<file path="config.mk">
export PLATFORM = sky130hd
export DESIGN_NAME = oam_dma_ctrl
export DESIGN_NICKNAME = d
export VERILOG_FILES = /design/src/rtl/oam_dma_ctrl.sv
export SDC_FILE = /design/constraint.sdc
export NUM_CORES = 1
export LEC_CHECK = 0
export CAP_MARGIN = 10
export CORE_UTILIZATION = 43
export CTS_BUF_LIST = sky130_fd_sc_hd__clkbuf_16
export CTS_CLUSTER_DIAMETER = 60
export DETAILED_ROUTE_END_ITERATION = 8
export PLACE_DENSITY_LB_ADDON = 0.08
export SYNTH_ARGS = -nofsm -noshare
export SYNTH_HDL_FRONTEND = slang
export SYNTH_SLANG_ARGS = --single-unit
</file>
<file path="constraint.sdc">
create_clock -name CPU_CLK -period 2.5 [get_ports CPU_CLK]
set_clock_uncertainty 0.15 [all_clocks]
set_input_delay 0.5 -clock CPU_CLK [delete_from_list [all_inputs] [get_ports CPU_CLK]]
set_output_delay 0.5 -clock CPU_CLK [all_outputs]
set_load 0.01 [all_outputs]
</file>
<file path="src/rtl/oam_dma_ctrl.sv">
// oam_dma_ctrl: sprite OAM DMA, halts the CPU and copies page $XX00-$XXFF to OAMDATA
// Ports: CPU_CLK/CPU_RESET clock and sync active-high reset;
//   cpu_addr/cpu_wdata/cpu_rw_n snooped CPU bus cycle; dma_rdata bus read data;
//   cpu_halt CPU stall; dma_bus_en bus mux select; dma_addr/dma_rw_n/dma_wdata DMA bus cycle;
//   dma_done one-cycle pulse after the last OAMDATA write
module oam_dma_ctrl #(
  parameter logic [15:0] TRIGGER_ADDR = 16'h4014,
  parameter logic [15:0] OAMDATA_ADDR = 16'h2004,
  parameter int          XFER_LEN     = 256
) (
  input  logic        CPU_CLK,
  input  logic        CPU_RESET,
  input  logic [15:0] cpu_addr,
  input  logic [7:0]  cpu_wdata,
  input  logic        cpu_rw_n,
  input  logic [7:0]  dma_rdata,
  output logic        cpu_halt,
  output logic        dma_bus_en,
  output logic [15:0] dma_addr,
  output logic        dma_rw_n,
  output logic [7:0]  dma_wdata,
  output logic        dma_done
);
  typedef enum logic [2:0] {IDLE, HALT, ALIGN, READ, WRITE} state_t;
  state_t r_state, w_nxt;
  logic r_cyc_odd, w_trig, w_last;
  logic [7:0] r_page, r_idx, r_data, w_page, w_idx, w_data;
  always_comb begin
    w_trig = r_state == IDLE && cpu_addr == TRIGGER_ADDR && !cpu_rw_n;
    w_last = r_state == WRITE && r_idx == 8'(XFER_LEN - 1);
    // HALT with cyc_odd=1 means the next cycle is even, so reads can start immediately
    w_nxt  = r_state == IDLE  ? (w_trig ? HALT : IDLE) :
             r_state == HALT  ? (r_cyc_odd ? READ : ALIGN) :
             r_state == ALIGN ? READ :
             r_state == READ  ? WRITE :
             (w_last ? IDLE : READ);
    w_page = w_trig ? cpu_wdata : r_page;
    w_idx  = w_trig ? 8'h00 : (r_state == WRITE && !w_last) ? r_idx + 8'd1 : r_idx;
    w_data = r_state == READ ? dma_rdata : r_data;
  end
  // outputs are registered from the next state so they line up with r_state
  always_ff @(posedge CPU_CLK) begin
    if (CPU_RESET) begin
      r_state    <= IDLE;
      r_cyc_odd  <= 1'b0;
      r_page     <= 8'h00;
      r_idx      <= 8'h00;
      r_data     <= 8'h00;
      cpu_halt   <= 1'b0;
      dma_bus_en <= 1'b0;
      dma_addr   <= 16'h0000;
      dma_rw_n   <= 1'b1;
      dma_wdata  <= 8'h00;
      dma_done   <= 1'b0;
    end else begin
      r_state    <= w_nxt;
      r_cyc_odd  <= ~r_cyc_odd;
      r_page     <= w_page;
      r_idx      <= w_idx;
      r_data     <= w_data;
      cpu_halt   <= w_nxt != IDLE;
      dma_bus_en <= w_nxt != IDLE;
      dma_addr   <= w_nxt == READ ? {w_page, w_idx} : w_nxt == WRITE ? OAMDATA_ADDR : 16'h0000;
      dma_rw_n   <= w_nxt != WRITE;
      dma_wdata  <= w_nxt == WRITE ? w_data : 8'h00;
      dma_done   <= w_last;
    end
  end
endmodule

</file>
; ---- Word level (Yosys, flattened, before mapping)
; Cells that the tools add are included.
[word_totals]
ff_bits = 55
latchBits = 0
mem_bits_rw = 0
romBits = 0
input_bits = 35
output_inout_bits = 28
word_cells = 44
memories = 0
[op_classes]
addsub = 1
mul = 0
div = 0
order_cmp = 0
eq_ne = 9
shift = 0
mux = 13
n_bitwise = 2
reduce_logical = 9
[op_table]
columns = op, count
row1 = $mux W8, 4
row2 = $eq A16 B15 Y1 const B, 1
row3 = $mux W16, 1
row4 = $mux W14, 1
row5 = $mux W3, 4
row6 = $eq A3 B2 Y1 const B, 3
row7 = $add A8 B1 Y8 const B, 1
row8 = $eq A8 B8 Y1 const B, 1
row9 = $eq A3 B3 Y1 const B, 2
row10 = $logic_and A1 B1 Y1, 4
row11 = $eq A3 B1 Y1 const B, 1
row12 = $logic_not A3 Y1, 1
row13 = $ne A3 B3 Y1 const B, 1
row14 = $reduce_bool A3 Y1, 1
row15 = $logic_not A1 Y1, 2
row16 = $mux W1, 2
row17 = $mux W2, 1
row18 = $not A1 Y1, 2
row19 = $reduce_or A2 Y1, 1

; ---- Depth between registers and ports, before layout
[depth]
ltp_word = 10
depth_mapped = 6
mapped_depth_nobuf = 5

; ---- Least setup slack after synthesis
; Ideal clock, no wire load.
[synth_path]
path_type = input to register
from = in cpu_addr[0]
to = reg dma_addr[10]
arrival_ps = 1911
required_time_ps = 2217
path_slack_ps = 306
path_stages = 5
cell_sequence = or4b_1 > or4_1 > buf_2 > o21ai_0 > a21oi_1
[synth_via]
elab_chain_cells = 7
[synth_rtl]
columns = item, line_no
row1 = from (decl), 13  ; input logic [15:0] cpu_addr,
row2 = $eq A16 B15 Y1 (*), 29  ; w_trig = r_state == IDLE && cpu_addr == TRIGGER_ADDR && !cpu_rw_n;
row3 = $logic_and A1 B1 Y1 (*) (2 in a row), 29
row4 = $mux W1, 32  ; w_nxt = r_state == IDLE ? (w_trig ? HALT : IDLE) :
row5 = $mux W3, 32
row6 = $eq A3 B2 Y1, 63  ; dma_addr <= w_nxt == READ ? {w_page, w_idx} : w_nxt == WRITE ? OAMDATA_ADDR : 16'h0000;
row7 = $mux W16 (*), 63
row8 = to (signal assigned), 63
row9 = to (decl), 19  ; output logic [15:0] dma_addr,
; Every way passes the cells marked *; elsewhere a longest branch is shown, timed or not.
; A chain may end at the register's enable or synchronous reset.

; ---- Worst setup path after layout
[layout_path]
from = in cpu_addr[0]
to = reg r_page[2]
[layout_via]
elab_chain_cells = 4
[layout_rtl]
columns = item, line_no
row1 = $eq A16 B15 Y1, 29
row2 = $logic_and A1 B1 Y1 (2 in a row), 29
row3 = $mux W8, 37  ; w_page = w_trig ? cpu_wdata : r_page;
row4 = to (signal assigned), 58  ; r_page <= w_page;
row5 = to (decl), 27  ; logic [7:0] r_page, r_idx, r_data, w_page, w_idx, w_data;
; No other way between the ends.

==> metrics.md <==
| Metric | Value |
|---|---|
| # Post-CTS Setup Buffers | 0 |
| Synth Instances | between 150 and 200 |
| Clock buffer depth | 2 |
| Slew headroom | 0.571 |
| Fin crit share | 0.960 |
| Psw | between 300 and 400 µW |
| Worst-path clk slew | about 0.060 ns |
| RSZ-0062 raised after global routing | false |
| Pre-antenna DRT Iters | 5 |
| Final setup violating endpoints | 0 |
| CP startpoint kind | input port |
| Slew @ Worst Pin | between 0.6 and 0.7 ns |
| Wire length per cell | roughly 13 µm |
| Die extent in x | 65 µm |
| PwrDens | 642 nW/µm² |
| Leading register cell type out of synthesis | dfxtp_1 |
| Mapped Avg Cell Area | between 9 and 10 µm² |
| Num CTS Buffers | 5 |
| TritonCTS Sinks | 47 |
| Number of global-route vias before repair | roughly 1400 |
| Commonest non-fill, non-tap cells in the layout | 62 x clkdlybuf4s50_1, 47 x dfxtp_1, 19 x a21oi_1 |
| Hold Worst Slack | roughly 0.26 ns |
| Critical path type | input port to register |
| IO Pins | between 60 and 70 |
| Post-Route WL | 3840 µm |
| FP Rows | 22 |
| Arr. time, crit path | 2.41 ns |
| Reg power frac | 0.468 |
| Worst-Skew Late Latency | roughly 0.28 ns |
| VDD IR-drop max | roughly 0.45 mV |
| Final min period | 2.40 ns |
| Detail Placement HPWL | 2830 µm |
| Via count | roughly 1500 |
| DR vias/cell | approximately 5.2 |
| Seq/Total Area, Yosys | 0.551 |
| Die footprint | around 4200 µm² |
| Post-synth EDFFs | 0 |
| Area of the multi-input gates | ~700 µm² |
| Layout area overhead | 50.3% |
| # diodes | 0 |
| Ys Warns | 0 |
| GRT overflow | 0 |
| Cts repair resizes | 0 |
| Max cap viols | 0 |
| Number of fill cells in the layout | 300 |
| Type of the tightest min-delay check | register to register |
| Critical path endpoint category | register |
| Share of cells above drive strength 1 | 0.0833 |
| Status | complete, no violations |
| Comb power frac | 0.086 |
| Mapped Nets | 208 |
| First-pass GRT wire length | a little over 6000 µm |
| CORE AREA | 3740 µm² |
| Clk root buf | clkbuf_16 |
| Yosys top cell by area | dfxtp_1 |
| Max frequency | approximately 0.42 GHz |
| Starting DRC count in detailed routing | between 60 and 70 |
| FF+latch count, synth | 47 |
| GPL Wtd Cong | slightly below 0.8 |
| Post-synth ARST share | 0 |
| I/O Buffers | 62 |
| H-tree levels | 2 |
| Top cells by area, synth | dfxtp_1 55%, a21oi_1 5.6%, nand3_1 4.1%, and2_1 2.9%, nor3_1 2.6% |
| Cell Area, Synth | between 1500 and 2000 µm² |
| Initial antenna violation count | 0 |
| Pwr Total | 1650 µW |
| Post-DRT Antenna Nets | 0 |
| Worst Path Required | ~2.5 ns |
| P_int | about 1300 µW |
| Post-route insts no fill | ~290 |
| Synth top area share | 0.551 |
| Yosys cell types | between 40 and 50 |
| Initial core utilization | 0.456 |
| Reg area | ~940 µm² |
| Final Hold Viols | 0 |
| Largest net degree at the start of global routing | 23 |
| TritonCTS clock tree | yes |
| Slew Viols, Final | 0 |
| Clock power frac | 0.446 |
| Placed cell count | between 200 and 300 |
| DRC | 0 |
| Switching Share | 0.202 |
| Commonest non-fill, non-tap cell in the layout | clkdlybuf4s50_1 |
| Fin nets | 275 |
| CTS Hold Bufs | 0 |
| GRT Total Usage | 0.191 |
| Pleak | ~0.0009 µW |
| Worst-path fanout max | 9 |
| Die height | ~65 µm |
## Yosys cell counts, types with 2 or more instances
master	n
nor4_1	2
o21ai_0	9
nand2_1	6
nor2_1	11
dfxtp_1	47
nor4b_1	2
xnor2_1	2
mux2i_1	3
nor3_1	9
o21bai_1	2
and3_1	3
inv_1	2
buf_4	2
a21oi_1	19
clkbuf_1	5
and2_1	8
nand3_1	14
## power groups by stage
stage                     Clock, µW  Sequential (µW)  Combinational [µW]
after detailed placement          0              786                 142
after global routing            783              771                 154
after CTS                       746              770                 143
final                           734              770                 142
after global placement            0              785                 138
after floorplan                   0              785                58.0
## cell type report
type | count | area share
Sequential cell | 47 | 0.367
Multi-Input combinational cell | 114 | 0.279
Timing Repair Buffer | 69 | 0.262
Clock buffer | 5 | 0.0488
Tap cell | 48 | 0.0234
Clock inverter | 3 | 0.0166
Inverter | 2 | 0.00293
## registers in the layout, summed over array words and instances, names as in the netlist
name and count:
dma_done 1, r_state 3, dma_bus_en 1, dma_rw_n 1, r_idx 8, dma_addr 16
r_cyc_odd 1, r_page 8, dma_wdata 8
## stage by stage
stage	setup WS [ns]	setup TNS, ns	cell area (µm²)	utilization
after global routing	0.0209	0	2560	0.685
final	0.0998	0	2560	0.685
after CTS	0.0960	0	2560	0.685
after global placement	-0.0754	-1.64	2400	0.640
after detailed placement	-0.171	-2.85	2400	0.640
after floorplan	0.306	0	1710	-
## path summary, 6_finish.rpt
check	startpoint	endpoint	slack, ns	depth (start not counted)
worst min register to register	r_cyc_odd$_SDFF_PP0_	r_cyc_odd$_SDFF_PP0_	0.26	1
worst min-delay path	r_cyc_odd$_SDFF_PP0_	r_cyc_odd$_SDFF_PP0_	0.26	1
worst max-delay path	cpu_addr[0]	r_page[2]$_SDFF_PP0_	0.1	6
worst max register to register	r_state[2]$_SDFF_PP0_	r_idx[7]$_SDFF_PP0_	0.41	4
## critical path, stage by stage
cell and delay, ns:
clkdlybuf4s50_1 0.39, or4b_1 0.55, or4_1 0.43, buf_4 0.19
o21ai_0 0.24, a21oi_1 0.12
## cells by family (layout without fill, tap and decap cells)
family	count (synthesis)	count (layout)	synth area share
mux	3	3	0.0176
flops	47	47	0.551
simple gates	67	67	0.229
compound gates	40	40	0.150
buf+inv	11	79	0.0293
fa+ha+maj	1	1	0.00733
xor+xnor	3	3	0.0154
## routing by layer
layer,part of all wire,up-vias,GRT usage
met4,0.0060,0,0.0694
li1,-,745,-
met1,0.42,701,0.224
met2,0.52,47,0.333
met3,0.053,2,0.0458
met5,0,-,0
No activity file was read; power rests on OpenSTA's default activity.
